## src/rtl/dmem_arbiter.sv

```systemverilog
// Single-port data-memory arbiter between the CPU MEM stage and a burst DMA engine.
// Optional build macro DMEM_ARB_STATS_EN adds saturating stall/beat counters on stat_*.
module dmem_arbiter #(
  parameter int ADDR_W       = 32,
  parameter int DATA_W       = 32,
  parameter int MAX_BURST    = 8,
  parameter int STARVE_LIMIT = 4
) (
  input  logic              clk,
  input  logic              reset,
  input  logic              cpu_rd,
  input  logic              cpu_wr,
  input  logic [ADDR_W-1:0] cpu_addr,
  input  logic [DATA_W-1:0] cpu_wdata,
  output logic              cpu_stall,
  input  logic              dma_req,
  input  logic              dma_we,
  input  logic [ADDR_W-1:0] dma_addr,
  input  logic [3:0]        dma_len,
  input  logic [DATA_W-1:0] dma_wdata,
  output logic              dma_gnt,
  output logic              dma_beat,
  output logic              dma_rvalid,
  output logic [DATA_W-1:0] dma_rdata,
  output logic              dma_done,
  output logic              mem_rd,
  output logic              mem_wr,
  output logic [ADDR_W-1:0] mem_addr,
  output logic [DATA_W-1:0] mem_wdata,
  input  logic [DATA_W-1:0] mem_rdata,
  output logic [15:0]       stat_stall,
  output logic [15:0]       stat_beats
);

  localparam int SW = $clog2(STARVE_LIMIT + 1);

  typedef enum logic [1:0] {
    IDLE    = 2'd0,
    BURST   = 2'd1,
    SUSPEND = 2'd2
  } state_t;

  state_t            r_state;
  logic [3:0]        r_idx;
  logic [3:0]        r_last;
  logic [ADDR_W-1:0] r_base;
  logic              r_we;
  logic [SW-1:0]     r_starve;
  logic              r_rvalid;
  logic              r_done;

  logic              w_cpu_req;
  logic [3:0]        w_len;
  logic [SW-1:0]     w_starve_inc;
  logic              w_last;
  logic              w_starved;
  logic [ADDR_W-1:0] w_beat_addr;

  assign w_cpu_req    = cpu_rd | cpu_wr;
  assign w_starve_inc = r_starve + 1'b1;
  assign w_last       = (r_idx == r_last);
  assign w_starved    = w_cpu_req && (w_starve_inc == SW'(STARVE_LIMIT));
  assign w_beat_addr  = r_base + ADDR_W'({r_idx, 2'b00});

  // A zero length still moves one word; oversized requests are cut to MAX_BURST.
  always_comb begin
    w_len = dma_len;
    if (dma_len == 4'd0) begin
      w_len = 4'd1;
    end else if (int'(dma_len) > MAX_BURST) begin
      w_len = 4'(MAX_BURST);
    end
  end

  // NOTE: state registers use non-blocking assignments so every flop samples pre-edge values.
  always_ff @(posedge clk or negedge reset) begin
    if (!reset) begin
      r_state  <= IDLE;
      r_idx    <= '0;
      r_last   <= '0;
      r_base   <= '0;
      r_we     <= 1'b0;
      r_starve <= '0;
      r_rvalid <= 1'b0;
      r_done   <= 1'b0;
    end else begin
      r_rvalid <= (r_state == BURST) & ~r_we;
      r_done   <= 1'b0;
      case (r_state)
        IDLE: begin
          r_starve <= '0;
          if (dma_req && !w_cpu_req) begin
            r_state <= BURST;
            r_base  <= dma_addr;
            r_last  <= w_len - 4'd1;
            r_we    <= dma_we;
            r_idx   <= '0;
          end
        end
        BURST: begin
          r_starve <= w_cpu_req ? w_starve_inc : '0;
          if (w_last) begin
            r_state  <= IDLE;
            r_done   <= 1'b1;
            r_idx    <= '0;
            r_starve <= '0;
          end else begin
            r_idx <= r_idx + 4'd1;
            if (w_starved) begin
              r_state  <= SUSPEND;
              r_starve <= '0;
            end
          end
        end
        SUSPEND: begin
          r_starve <= '0;
          if (!w_cpu_req) begin
            r_state <= BURST;
          end
        end
        default: r_state <= IDLE;
      endcase
    end
  end

  // Port steering is combinational so a CPU access reaches memory in its own cycle.
  // NOTE: every output gets a default first so no path through this block infers a latch.
  always_comb begin
    mem_rd    = 1'b0;
    mem_wr    = 1'b0;
    mem_addr  = '0;
    mem_wdata = '0;
    cpu_stall = 1'b0;
    dma_gnt   = 1'b0;
    dma_beat  = 1'b0;
    if (reset) begin
      if (r_state == BURST) begin
        mem_rd    = ~r_we;
        mem_wr    = r_we;
        mem_addr  = w_beat_addr;
        mem_wdata = dma_wdata;
        dma_beat  = 1'b1;
        cpu_stall = w_cpu_req;
      end else begin
        mem_rd    = cpu_rd & ~cpu_wr;
        mem_wr    = cpu_wr;
        mem_addr  = cpu_addr;
        mem_wdata = cpu_wdata;
        dma_gnt   = (r_state == IDLE) & dma_req & ~w_cpu_req;
      end
    end
  end

  assign dma_rvalid = r_rvalid;
  assign dma_done   = r_done;
  // Read data is only presented while valid, keeping the port quiet otherwise.
  assign dma_rdata  = r_rvalid ? mem_rdata : '0;

`ifdef DMEM_ARB_STATS_EN
  logic [15:0] r_stat_stall;
  logic [15:0] r_stat_beats;

  always_ff @(posedge clk or negedge reset) begin
    if (!reset) begin
      r_stat_stall <= '0;
      r_stat_beats <= '0;
    end else begin
      if (cpu_stall && (r_stat_stall != 16'hFFFF)) begin
        r_stat_stall <= r_stat_stall + 16'd1;
      end
      if (dma_beat && (r_stat_beats != 16'hFFFF)) begin
        r_stat_beats <= r_stat_beats + 16'd1;
      end
    end
  end

  assign stat_stall = r_stat_stall;
  assign stat_beats = r_stat_beats;
`else
  assign stat_stall = '0;
  assign stat_beats = '0;
`endif

endmodule

```

## config.mk

```make
export PLATFORM = sky130hd
export DESIGN_NAME = dmem_arbiter
export DESIGN_NICKNAME = d
export VERILOG_FILES = /design/src/rtl/dmem_arbiter.sv
export SDC_FILE = /design/constraint.sdc
export NUM_CORES = 1
export LEC_CHECK = 0
export ABC_AREA = 0
export CAP_MARGIN = 40
export CORE_ASPECT_RATIO = 0.8
export CORE_MARGIN = 8
export CORE_UTILIZATION = 37
export CTS_CLUSTER_DIAMETER = 30
export DETAILED_ROUTE_END_ITERATION = 6
export PLACE_DENSITY = 0.87
export SETUP_SLACK_MARGIN = 0.05
export SYNTH_ARGS = -nofsm -noshare
export SYNTH_HDL_FRONTEND = slang
export SYNTH_SLANG_ARGS = --single-unit
```

## constraint.sdc

```tcl
create_clock -name clk -period 5.5 [get_ports clk]
set_input_delay 0.55 -clock clk [delete_from_list [all_inputs] [get_ports clk]]
set_output_delay 0.55 -clock clk [all_outputs]
set_load 0.02 [all_outputs]
```

# Yosys cells after proc, flatten, opt, wreduce, memory -nomap -nowiden

Cells that the tools add are included.

Memories kept: 0
Bits in writable memories: 0
Register bits: 48
ROM bits: 0
Input bits: 170
Output and inout port bits: 135
Latch bits: 0
Logic and storage cells: 70

Order comparisons: 1
Reduce and logical (&&, ||, !) cells: 11
Bitwise operators: 8
Shift operators: 0
Multipliers: 0
Muxes and demuxes: 31
Eq/ne operators: 7
$add $sub $neg: 4
Divide/modulo/power cells: 0

Operators by type and width:

| cell                                                               | number |
|---|---|
| 32-bit two-way mux                                                 | 5 |
| 32-bit by 6-bit adder with 32-bit output                           | 1 |
| 4-bit two-way mux                                                  | 4 |
| 1-bit two-way mux                                                  | 12 |
| 3-bit two-way mux                                                  | 3 |
| 2-bit two-way mux                                                  | 4 |
| 4-bit one-hot mux with 2 select lines                              | 1 |
| 2-bit one-hot mux with 3 select lines                              | 1 |
| 3-bit one-hot mux with 2 select lines                              | 1 |
| 4-bit by 1-bit adder with 4-bit output, second input constant      | 1 |
| 1-bit AND                                                          | 4 |
| 4-bit == test                                                      | 1 |
| 4-bit greater-than comparator, second input constant               | 1 |
| 4-bit logical NOT                                                  | 1 |
| 2-bit != test, second input constant                               | 2 |
| 2-bit AND reduction                                                | 2 |
| 2-bit nonzero test                                                 | 2 |
| 4-bit by 1-bit subtractor with 4-bit output, second input constant | 1 |
| 3-bit by 1-bit adder with 3-bit output, second input constant      | 1 |
| 3-bit == test, second input constant                               | 1 |
| 3-bit != test, second input constant                               | 1 |
| 1-bit NOT                                                          | 3 |
| 3-bit AND reduction                                                | 1 |
| 2-bit by 1-bit == test with 1-bit output, second input constant    | 1 |
| 6 further kinds                                                    | 7 |

# Depth between registers and ports, before layout

Depth after elaboration: 6
Depth in mapped cells: 7
Depth with buffers taken out: 7

# Least setup slack after synthesis

Ideal clock, no wire load.

Path kind: reg-to-output
From: reg r_idx[0]
To: out mem_addr[16]
Arrival: 2501 ps
Setup slack: 2449 ps
Path buffers: 0
Stages on the path, launching flop included: 7
Data required time: 4950 ps
Path through: dfrtp_1 -> ha_1 -> fa_1 -> a211o_1 -> o211ai_1 -> o21ai_0 -> a311oi_1

Cells in the longest elaborated chain, start to end: 3

RTL lines:

| item                                     | line | text |
|---|---|---|
| start, declared                          | 44   | `logic [3:0] r_idx;` |
| start signal, assigned                   | 108  | `r_idx <= r_idx + 4'd1;` |
| 32-bit by 6-bit adder with 32-bit output | 63   | `assign w_beat_addr = r_base + ADDR_W'({r_idx, 2'b00});` |
| 32-bit two-way mux                       | 137  | `if (r_state == BURST) begin` |
| 32-bit two-way mux                       | 136  | `if (reset) begin` |
| end, declared                            | 28   | `output logic [ADDR_W-1:0] mem_addr,` |

Every way passes these cells.

# Final worst setup path

From: reg r_idx[3]
To: out mem_addr[23]

Same word-level chain as after synthesis.

==> flow_summary.json <==
{
  "status": "finished clean",
  "place.gp.congestion": 0.812,
  "setup_viol": 0,
  "final_layout_size_suffix_gt1_share_pct": 8.07,
  "ys_seq_area_share_pct": 30.0,
  "swShare_pct": 41.7,
  "yosysTopAreaCell": "dfrtp_1",
  "syn_inst": 499,
  "ys_types": 47,
  "synthDominantCellAreaShare_pct": 30.0,
  "syn-cell-area_mm2": 0.00400,
  "slowest_delay_ns": 0.76,
  "cts_buffers": 5,
  "grt_use_met2_pct": 38.9,
  "die_y_um": 109,
  "tightest_slew_ns": 0.956,
  "postCtsSetupRepairBufs": 0,
  "fmax_ghz": 0.259,
  "fp.dieW_um": 132,
  "dp_hpwl_mm": 13.5,
  "htree_levels": 2,
  "setup_ws_ns": 1.65,
  "power.share.sequential_pct": 28.9,
  "clk_pin_slew_ns": 0.06,
  "crit_path_start_kind": "flop",
  "grt_pass1_wl_mm": 25.4,
  "route.detailed.drc": 0,
  "rows": 34,
  "synth-main-ff-cell": "dfrtp_1",
  "hp-class": "input port to async pin",
  "relSlewSlack_pct": 36.3,
  "crit_type": "flop to output port",
  "globalRouteMet1Util_pct": 26.7,
  "antenna_found_initial": 0,
  "internal_power_mw": 1.24,
  "routed_via_density": 4.99,
  "dieArea_mm2": 0.0144,
  "grt-busiest-layer": "met2",
  "place_area_mm2": 0.00675,
  "tns_ns": 0,
  "coreArea_mm2": 0.0107,
  "cts_root_buf": "clkbuf_16",
  "combPwrFrac_pct": 56.7,
  "dp_cells": 891,
  "postRouteAntennaNets": 0,
  "clock-sinks": 48,
  "port_buffers": 272,
  "leakage_nw": 2.79,
  "crit_required_ns": 4.95,
  "drt-wirelength-per-cell_um": 18.6,
  "grt_overflow": 0,
  "slew_viol_final": 0,
  "cp-end-kind": "output port",
  "worst_hold_slack_ns": 0.275,
  "grt_usage_pct": 21.8,
  "initial_core_util_pct": 37.3,
  "timing.final.crit_share_pct": 70.1,
  "cts.hold.buffers_added": 0,
  "clockBufferDepth": 2,
  "insertion_delay_ns": 0.28,
  "stdcell_count": 900,
  "ys_top_cells_by_count": "nand2_1 (86), a21oi_1 (59), dfrtp_1 (48), and2_1 (34), mux2_2 (34)",
  "ys_warn_count": 0,
  "p_sw_uw": 884,
  "ios": 305,
  "avgSynthCellArea_um2": 8.01,
  "design_area_mm2": 0.00691,
  "post_cts_resized": 0,
  "nets": 934,
  "synth.area.top_cells": "dfrtp_1 (30%), mux2_2 (9.6%), nand2_1 (8.1%)",
  "p_total_mw": 2.12,
  "drt-total-wl_mm": 16.7,
  "synth-edff-count": 0,
  "area_growth_syn_to_layout_pct": 72.7,
  "ir_worst_vdd_uv": 185,
  "min_period_ns": 3.85,
  "critPathMaxFanout": 7,
  "hold_violations": 0,
  "tritoncts": "done",
  "diodes": 0,
  "grt_setup_unrepaired": "false",
  "grt_pass1_vias": 4562,
  "async_reset_ff_share_pct": 100,
  "p_clk_share_pct": 14.3,
  "vias": 4495,
  "crit_chain": "ha_1, a21o_1, a22oi_1, nor3_4, xnor2_1, a211oi_1, clkdlybuf4s50_1",
  "final_util_pct": 64.4,
  "grt_max_degree": 52,
  "drt_first_iter_violations": 285,
  "maxCapViolCount": 0,
  "drtPass1Iterations": 4,
  "grt_use_met3_pct": 5.43,
  "synth.most_common_cell": "nand2_1",
  "post-place-ws_ns": 1.86,
  "cellPowerDensity_mw_per_mm2": 307,
  "synth-seq-cells": 48,
  "worstPathArrival_ns": 3.30,
  "cp_slowest_cell": "a22oi_1",
  "clock_skew_ns": 0.00359,
  "final.fill_count": 853
}
-- cells by family after synthesis --
group | after synthesis | share of synthesized area, %
xor gates and xnor gates | 29 | 6.35
and+or+nand+nor | 196 | 25.3
AOI/OAI and AO/OA | 112 | 15.5
muxes | 36 | 10.1
adders and majority gates | 9 | 3.00
other | 1 | 0.0938
buffers and inverters | 68 | 9.57
DFF | 48 | 30.0
-- worst paths after layout --
check | startpoint | to | slack (ns) | depth (start not counted)
worst max-delay path | r_idx[3] | mem_addr[23] | 1.65 | 7
worst min-delay path | reset | r_base[4] | 0.28 | 1
worst max register to register | r_state[0] | r_starve[1] | 3.38 | 6
worst min register to register | r_we | dma_rvalid | 0.50 | 1
max in group asynchronous | reset | r_base[5] | 4.31 | 2
min in group clk | r_we | dma_rvalid | 0.50 | 1
-- sequential cells by signal (all words and copies together), names as in the netlist --
register / cells
dma_done: 1
dma_rvalid: 1
r_base: 32
r_idx: 4
r_last: 4
r_starve: 3
r_state: 2
r_we: 1
-- critical path: cells and delay by family (launching register included) --
kind | cells | cell delay, ns
AOI/OAI and AO/OA | 3 | 1.27
buffers and inverters | 1 | 0.69
adders and majority gates | 1 | 0.39
xor gates and xnor gates | 1 | 0.16
DFF | 1 | 0.42
and+or+nand+nor | 1 | 0.08
-- cell usage in the layout, fill, tap and decap left out, types with 8 or more instances in the layout --
cell	netlist	routed
clkdlybuf4s50_1	0	271
conb_1	1	32
a21oi_1	59	59
xor2_1	8	8
o21ai_0	32	32
mux2_2	34	34
xnor2_1	21	21
nand3_1	22	21
and2_1	34	34
nand2_1	86	86
dfrtp_1	48	48
ha_1	8	8
nor2_1	19	19
-- layout make-up --
class                           count  area [um^2]  area share [%]
Clock buffer                        8          146            2.12
Inverter                            7         26.3           0.380
Multi-Input combinational cell    414         2550            36.9
Sequential cell                    48         1200            17.4
Tap cell                          144          180            2.61
Timing Repair Buffer              279         2810            40.6
-- power by group through the flow --
stage          Combinational (mW)  Sequential (mW)  Clock [mW]
5_1_grt                      1.30            0.633       0.326
6_report                     1.20            0.613       0.304
3_5_place_dp                 1.20            0.616           0
2_1_floorplan               0.702            0.574           0
4_1_cts                      1.21            0.610       0.313
3_3_place_gp                 1.15            0.602           0
-- routing by layer --
layer | share of wire (%) | vias to the layer above
met3 | 7.7 | 9
met5 | 0 | -
met1 | 42 | 2144
met2 | 50 | 177
li1 | - | 2165
met4 | 0.48 | 0
Note: power is estimated with default switching activity, not from simulation.
